File: src/rtl/deparser.sv
// Packet deparser: copies each present header, in header-id order, from its parsed
// source address into a contiguous output buffer in chunks of up to 4 bytes.
module deparser #(
  parameter int          NUM_HEADERS = 2,
  parameter logic [31:0] NO_HEADER   = 32'hFFFF_FFFF
) (
  input  logic                      clk,
  input  logic                      rst,
  input  logic                      start_i,
  input  logic [31:0]               out_addr_i,
  input  logic [32*NUM_HEADERS-1:0] hdr_addrs_i,
  input  logic                      mod_start_i,
  input  logic [31:0]               mod_hdr_id_i,
  input  logic [31:0]               mod_hdr_len_i,
  output logic                      mem_ce_o,
  output logic                      mem_we_o,
  output logic [31:0]               mem_addr_o,
  output logic [3:0]                mem_width_o,
  output logic [31:0]               mem_data_o,
  input  logic [31:0]               mem_data_i,
  output logic                      ready_o,
  output logic [31:0]               out_len_o
);

  localparam int IDX_W = $clog2(NUM_HEADERS + 1);

  typedef enum logic [2:0] {FREE, SCAN, READ, WRITE, DONE} state_e;

  state_e            state_q, state_d;
  logic [31:0]       lenTab_q [NUM_HEADERS];
  logic [31:0]       lenTab_d [NUM_HEADERS];
  logic [31:0]       hdrAddr_q [NUM_HEADERS];
  logic [31:0]       hdrAddr_d [NUM_HEADERS];
  logic [31:0]       outBase_q, outBase_d;
  logic [IDX_W-1:0]  idx_q, idx_d;
  logic [31:0]       outOff_q, outOff_d;
  logic [31:0]       src_q, src_d;
  logic [31:0]       rem_q, rem_d;
  logic [3:0]        width_q, width_d;
  logic              memCe_q, memCe_d;
  logic              memWe_q, memWe_d;
  logic [31:0]       memAddr_q, memAddr_d;
  logic [3:0]        memWidth_q, memWidth_d;
  logic [31:0]       memData_q, memData_d;
  logic              ready_q, ready_d;
  logic [31:0]       outLen_q, outLen_d;
  logic [31:0]       curAddr, curLen;

  function automatic logic [3:0] chunkWidth(input logic [31:0] r);
    return (r >= 32'd4) ? 4'd4 : r[3:0];
  endfunction

  always_ff @(posedge clk or posedge rst) begin
    if (rst) begin
      state_q    <= FREE;
      for (int i = 0; i < NUM_HEADERS; i++) begin
        lenTab_q[i]  <= '0;
        hdrAddr_q[i] <= '0;
      end
      outBase_q  <= '0;
      idx_q      <= '0;
      outOff_q   <= '0;
      src_q      <= '0;
      rem_q      <= '0;
      width_q    <= '0;
      memCe_q    <= 1'b0;
      memWe_q    <= 1'b0;
      memAddr_q  <= '0;
      memWidth_q <= '0;
      memData_q  <= '0;
      ready_q    <= 1'b0;
      outLen_q   <= '0;
    end else begin
      state_q    <= state_d;
      lenTab_q   <= lenTab_d;
      hdrAddr_q  <= hdrAddr_d;
      outBase_q  <= outBase_d;
      idx_q      <= idx_d;
      outOff_q   <= outOff_d;
      src_q      <= src_d;
      rem_q      <= rem_d;
      width_q    <= width_d;
      memCe_q    <= memCe_d;
      memWe_q    <= memWe_d;
      memAddr_q  <= memAddr_d;
      memWidth_q <= memWidth_d;
      memData_q  <= memData_d;
      ready_q    <= ready_d;
      outLen_q   <= outLen_d;
    end
  end

  // Each chunk is a read presented on one edge and the matching write on the next;
  // the write data is whatever the memory returned during the read cycle.
  always_comb begin
    state_d    = state_q;
    lenTab_d   = lenTab_q;
    hdrAddr_d  = hdrAddr_q;
    outBase_d  = outBase_q;
    idx_d      = idx_q;
    outOff_d   = outOff_q;
    src_d      = src_q;
    rem_d      = rem_q;
    width_d    = width_q;
    memCe_d    = memCe_q;
    memWe_d    = memWe_q;
    memAddr_d  = memAddr_q;
    memWidth_d = memWidth_q;
    memData_d  = memData_q;
    ready_d    = ready_q;
    outLen_d   = outLen_q;
    curAddr    = '0;
    curLen     = '0;
    for (int i = 0; i < NUM_HEADERS; i++) begin
      if (idx_q == IDX_W'(i)) begin
        curAddr = hdrAddr_q[i];
        curLen  = lenTab_q[i];
      end
    end

    case (state_q)
      FREE: begin
        if (mod_start_i) begin
          for (int i = 0; i < NUM_HEADERS; i++) begin
            if (mod_hdr_id_i == 32'(i)) lenTab_d[i] = mod_hdr_len_i;
          end
        end else if (start_i) begin
          for (int i = 0; i < NUM_HEADERS; i++) begin
            hdrAddr_d[i] = hdr_addrs_i[32*i +: 32];
          end
          outBase_d = out_addr_i;
          idx_d     = '0;
          outOff_d  = '0;
          ready_d   = 1'b0;
          outLen_d  = '0;
          state_d   = SCAN;
        end
      end
      SCAN: begin
        if (idx_q == IDX_W'(NUM_HEADERS)) begin
          memCe_d  = 1'b0;
          ready_d  = 1'b1;
          outLen_d = outOff_q;
          state_d  = DONE;
        end else if (curAddr == NO_HEADER || curLen == 32'd0) begin
          idx_d   = idx_q + 1'b1;
          memCe_d = 1'b0;
        end else begin
          src_d      = curAddr;
          rem_d      = curLen;
          width_d    = chunkWidth(curLen);
          memCe_d    = 1'b1;
          memWe_d    = 1'b0;
          memAddr_d  = curAddr;
          memWidth_d = chunkWidth(curLen);
          state_d    = WRITE;
        end
      end
      WRITE: begin
        memCe_d    = 1'b1;
        memWe_d    = 1'b1;
        memAddr_d  = outBase_q + outOff_q;
        memWidth_d = width_q;
        memData_d  = mem_data_i;
        src_d      = src_q + {28'd0, width_q};
        outOff_d   = outOff_q + {28'd0, width_q};
        rem_d      = rem_q - {28'd0, width_q};
        if (rem_q == {28'd0, width_q}) begin
          idx_d   = idx_q + 1'b1;
          state_d = SCAN;
        end else begin
          state_d = READ;
        end
      end
      READ: begin
        width_d    = chunkWidth(rem_q);
        memCe_d    = 1'b1;
        memWe_d    = 1'b0;
        memAddr_d  = src_q;
        memWidth_d = chunkWidth(rem_q);
        state_d    = WRITE;
      end
      DONE: begin
        if (!start_i) begin
          ready_d = 1'b0;
          state_d = FREE;
        end
      end
      default: state_d = FREE;
    endcase
  end

  assign mem_ce_o    = memCe_q;
  assign mem_we_o    = memWe_q;
  assign mem_addr_o  = memAddr_q;
  assign mem_width_o = memWidth_q;
  assign mem_data_o  = memData_q;
  assign ready_o     = ready_q;
  assign out_len_o   = outLen_q;

endmodule

File: config.mk
export PLATFORM = sky130hd
export DESIGN_NAME = deparser
export DESIGN_NICKNAME = d
export VERILOG_FILES = /design/src/rtl/deparser.sv
export SDC_FILE = /design/constraint.sdc
export NUM_CORES = 1
export LEC_CHECK = 0
export BUFFER_PORTS_ARGS = -buffer_cell sky130_fd_sc_hd__buf_2
export CAP_MARGIN = 20
export CORE_MARGIN = 8
export CORE_UTILIZATION = 52
export DETAILED_ROUTE_END_ITERATION = 10
export PLACE_DENSITY = 0.83
export SLEW_MARGIN = 5
export SYNTH_ARGS = -nofsm -noshare
export SYNTH_HDL_FRONTEND = slang
export SYNTH_SLANG_ARGS = --single-unit
File: constraint.sdc
create_clock -name clk -period 13.79 [get_ports clk]
set_clock_uncertainty 0.05 [all_clocks]
set_input_delay 2.758 -clock clk [delete_from_list [all_inputs] [get_ports clk]]
set_output_delay 2.758 -clock clk [all_outputs]
set_load 0.05 [all_outputs]
==> Yosys cells after proc, flatten, opt, wreduce, memory -nomap -nowiden <==
Index checks and enable logic that the tools add are counted.
{ "word_totals": {"input_bits": 196, "wordCells": 115, "register_bits": 368, "out_inout_bits": 103} }
{ "classes": {"n_mux": 46, "order_cmp": 2, "n_reduce_logical": 25, "bitwise": 1, "n_addsub": 5, "eq_ne": 18} }
{ "op_table": {"columns": ["operator", "count"], "rows": [
  ["$mux 32", 11],
  ["$pmux 32 s2", 4],
  ["$pmux 32 s3", 1],
  ["$add 32x4->32", 2],
  ["$ge 32x3->1 const B", 2],
  ["$logic_not 32->1", 2],
  ["$add 32x32->32", 1],
  ["$eq 32x1->1 const B", 1],
  ["$eq 32x32->1 const B", 1],
  ["$eq 32x4->1", 1],
  ["$sub 32x4->32", 1],
  ["$reduce_and 3->1", 7],
  ["$mux 4", 4],
  ["$ne 2x2->1 const B", 8],
  ["$mux 3", 5],
  ["$pmux 3 s5", 1],
  ["$mux 2", 6],
  ["$pmux 4 s3", 1],
  ["$reduce_bool 2->1", 5],
  ["$reduce_bool 3->1", 3],
  ["$mux 1", 8],
  ["$pmux 4 s2", 1],
  ["$reduce_and 4->1", 2],
  ["$eq 3x2->1 const B", 2],
  ["16 further kinds", 17]
]} }

==> Longest topological paths before layout <==
{ "logic_depth": {"depth_word": 8, "mapped_depth": 16, "mapped_depth_nobuf": 13} }

==> Worst setup path after synthesis <==
No wires, ideal clock.
{ "synth_path": {"path_type": "input to register", "start": "input port mod_start_i", "end": "register outOff_q[31]", "stages": 9, "t_required_ns": 13.609, "t_arrival_ns": 4.523, "setup_time_ns": 0.131, "n_path_buf": 0, "setup_slack_ns": 9.086, "cell_sequence": "nand2b_1 > or3_1 > a21o_1 > nor3b_1 > nand2_1 > nor2_1 > nand4_1 > xor2_1 > nor2_1"} }
{ "synth_between": {"elab_chain_cells": 2} }
{ "synth_rtl": {"columns": ["element", "line_no", "source"], "rows": [
  ["start: declaration", "12", "input logic mod_start_i,"],
  ["$ne 2x2->1 (no line)", null, null],
  ["$reduce_and 3->1 (no line)", null, null],
  ["end signal: assignment", "79", "outOff_q <= outOff_d;"],
  ["end: declaration", "36", "logic [31:0] outOff_q, outOff_d;"]
]} }
No other way between the ends.
A chain may end at the register's enable or synchronous reset.

==> Worst setup path after layout <==
Ends and elaborated chain as after synthesis.

==> impl_results.md <==
- Die Wd: 207 µm
- Post_cts resized: 0
- Mapped Area: 0.0189 mm²
- Req. time, crit path: 14.15 ns
- Leak: 10.5 nW
- Gr usage total: 25.8%
- Adder-Cell Fraction of Synth Area: 3.47%
- Core area: 0.0357 mm²
- Wirelength per Cell: 21.1 µm
- Max-slew violation count: 0
- Most frequent cells in the layout: dfrtp_1, buf_2, nand2_1
- CP cell instances: buf_2 -> nand2b_1 -> or3_1 -> a21o_1 -> nor3b_1 -> nand2_1 -> nor2_1 -> nand4_1 -> xor2_1 -> nor2_1
- PnR worst setup slack: 8.80 ns
- Top cell by count, worst path: nor2_1
- DRT Pass-1 Iters: 7
- Crit path buf inv count: 1
- Area growth, synth to finish: 17.0%
- EDFF count, synth: 0
- Power Density: 232 mW/mm²
- Initial antenna violation count: 0
- Hpwl dp: 40000 µm
- Compound-Gate Fraction of Synth Area: 16.2%
- Clock sinks: 368
- CP Launch Type: input pin
- Final ANT Viol Nets: 0
- Max Root-Sink Buffers: 3
- Slew @ Worst Pin: 1.03 ns
- Residual DRC: 0
- Layout cells sized above 1: 25.8%
- Die Y: 207 µm
- H-tree depth: 2
- Fmax: 200 MHz
- RSZ-0062 raised after global routing: false
- Outcome: completed
- Fin. Hold Viols: 0
- Hold-fix buffers, CTS: 0
- WP data arrival: 5.36 ns
- Gate Count Post-Synth: 1909
- Max-Cap Viols: 0
- Antenna cells: 0
- Post-CTS setup buffer count: 0
- CP Capture Type: register
- Vias per inst: 6.18
- Top_reg_cell synth: dfrtp_1
- Final wirelength: 55900 µm
- Synth warn: 0
- Largest net degree at the start of global routing: 174
- Syn_nets: 2155
- DP Worst Slack: 8.21 ns
- Slowest cell on crit path: nor3b_1
- Hold crit path type: register to register
- Std-Cell Rows: 69
- DR iter-0 viols: 1604
- Peak VDD IR: 0.158 mV
- Root Buffer: clkbuf_16
- Simple-gate portion of the synthesized area: 16.1%
- Post-route minimum period: 4.99 ns
- FFs w/ async S/R, synth: 100%
- Max-slew headroom: 31.3%
- Placed cell area: 0.0208 mm²
- Max stage delay on crit path: 0.72 ns
- Final net count: 2408
- Vias: 16400
- Clk Latency, worst-skew pair: 0.57 ns
- Clock-pin transition on the worst setup and hold timing paths: 0.06 ns
- Sequential share of the synthesized area: 48.8%
- Final setup viols: 0
- Final Cycle Share: 36.2%
- Yosys reg bits: 368
- Post-route cell area: 0.0221 mm²
- CTS tree: done
- Critical Path Fanout Max: 6
- Overflow after GRT: 0
- Initial Utilization: 52.9%
- Crit path kind: input pin to register
- First-pass GRT wire length: 87800 µm
- CP top delay family: simple AND/OR/NAND/NOR gates
- Die area: 0.0426 mm²
- Synthesized area per cell: 9.89 µm²
- Netlist cell types: 73
- Mux cell area share after synthesis: 9.92%
- I/O Buffers: 298
- Total I/O pin count: 299
- Post-Synth XOR/XNOR Area: 2.60%
- Routability cong.: 0.958
- Total negative slack: 0 ns
- Most common cell after layout, fill and taps aside: dfrtp_1
- Vias in the first global route: 16300
- CTS Buf Count: 40
- Largest family of logic cells by synthesized area: compound AO/OA/AOI/OAI gates
[state kept, by name, indices dropped and copies added, names as in the netlist, 3 cells and up]
register / count
hdrAddr_q: 64
src_q: 32
rem_q: 32
mem_data_o: 32
outBase_q: 32
mem_width_o: 4
mem_addr_o: 32
lenTab_q: 64
out_len_o: 32
width_q: 4
outOff_q: 32
state_q: 3
[Yosys cell counts (6+ instances only)]
cell type	n	area share [%]
o22a_1	7	0.32
mux2_2	160	9.5
a21o_1	25	0.99
nor4_1	29	0.96
nand2_1	260	5.2
nor3b_1	8	0.32
and2_1	8	0.27
mux2i_1	6	0.32
o21ai_0	55	1.5
inv_1	32	0.64
clkbuf_1	90	1.8
a211oi_1	11	0.44
ha_1	46	3.0
nand3_1	45	1.2
o21a_1	7	0.28
o31ai_1	7	0.28
dfrtp_1	368	49
or3_1	13	0.43
a21oi_1	115	3.0
o21ai_1	44	1.2
a22oi_1	24	0.95
a22o_1	42	1.9
buf_1	15	0.30
nand2b_1	14	0.46
and3_1	18	0.60
a221oi_1	20	0.93
a31oi_1	37	1.2
nor2_1	169	3.4
o211ai_1	24	0.95
nor3_1	35	0.93
nand4_1	29	0.96
xnor2_1	24	1.1
xor2_1	32	1.5
nor2b_1	9	0.30
[cell type report]
type,instances,area (µm²)
Clock buffer,58,1170
Inverter,32,128
Sequential cell,368,9210
Tap cell,461,577
Timing Repair Buffer,320,1690
Fill cell,2859,13600
Clock inverter,12,123
Multi-Input combinational cell,1400,9180
[logic make-up (layout without fill, tap and decap cells)]
family | Yosys count | after routing
AOI/OAI and AO/OA | 465 | 465
xor gates and xnor gates | 56 | 56
adders and majority gates | 50 | 50
buffers and inverters | 141 | 422
DFF | 368 | 368
muxes | 167 | 167
and+or+nand+nor | 662 | 662
[final timing paths]
check                      depth (start not counted)  slack (ns)   startpoint            end
setup / recovery                                  10        8.80  mod_start_i   outOff_q[31]
hold / removal                                     2        0.42     mem_we_o       mem_we_o
setup reg to reg                                  13        8.83     idx_q[1]  mem_addr_o[7]
hold reg to reg                                    2        0.42     mem_we_o       mem_we_o
max in group asynchronous                          3        9.97          rst  out_len_o[27]
min in group asynchronous                          2        2.30          rst    outOff_q[0]
[through the flow]
| step | util (%) | cells | hold slack, ns | total power (W) |
|---|---|---|---|---|
| final | 61.9 | 2651 | 0.421 | 0.00513 |
| after floorplan | - | 1909 | 0.405 | 0.00335 |
| after detailed placement | 58.2 | 2580 | 0.410 | 0.00402 |
| after global routing | 61.9 | 2651 | 0.448 | 0.00541 |
| after CTS | 61.8 | 2650 | 0.425 | 0.00510 |
| after global placement | 58.2 | 2580 | 0.402 | 0.00393 |
[per-layer routing]
metal	track usage [%]	part of all wire [%]	routed length (µm)	vias up
met5	0	0	0	-
met4	13.1	5.0	2790	0
met3	4.83	8.5	4730	171
met2	41.5	47	26300	816
met1	33.2	39	22100	7959
li1	-	-	-	7429
[worst register-to-register path: stages (launching register included)]
cell and delay [ns]:
dfrtp_1 0.41, inv_1 0.09, ha_2 0.72, buf_4 0.67, nand3b_1 0.34, nor3_1 0.12, o22a_1 0.23, o221ai_1 0.09
o41ai_2 0.20, nor3_2 0.24, buf_4 0.42, or2_2 0.90, o211ai_1 0.20, o21a_1 0.16
[report_power, final]
group	internal, W	total (W)	switching [W]
logic	0.000746	0.00232	0.00157
clock network	0.000626	0.00107	0.000442
registers	0.00143	0.00174	0.000313
(Power assumes the default switching activity.)
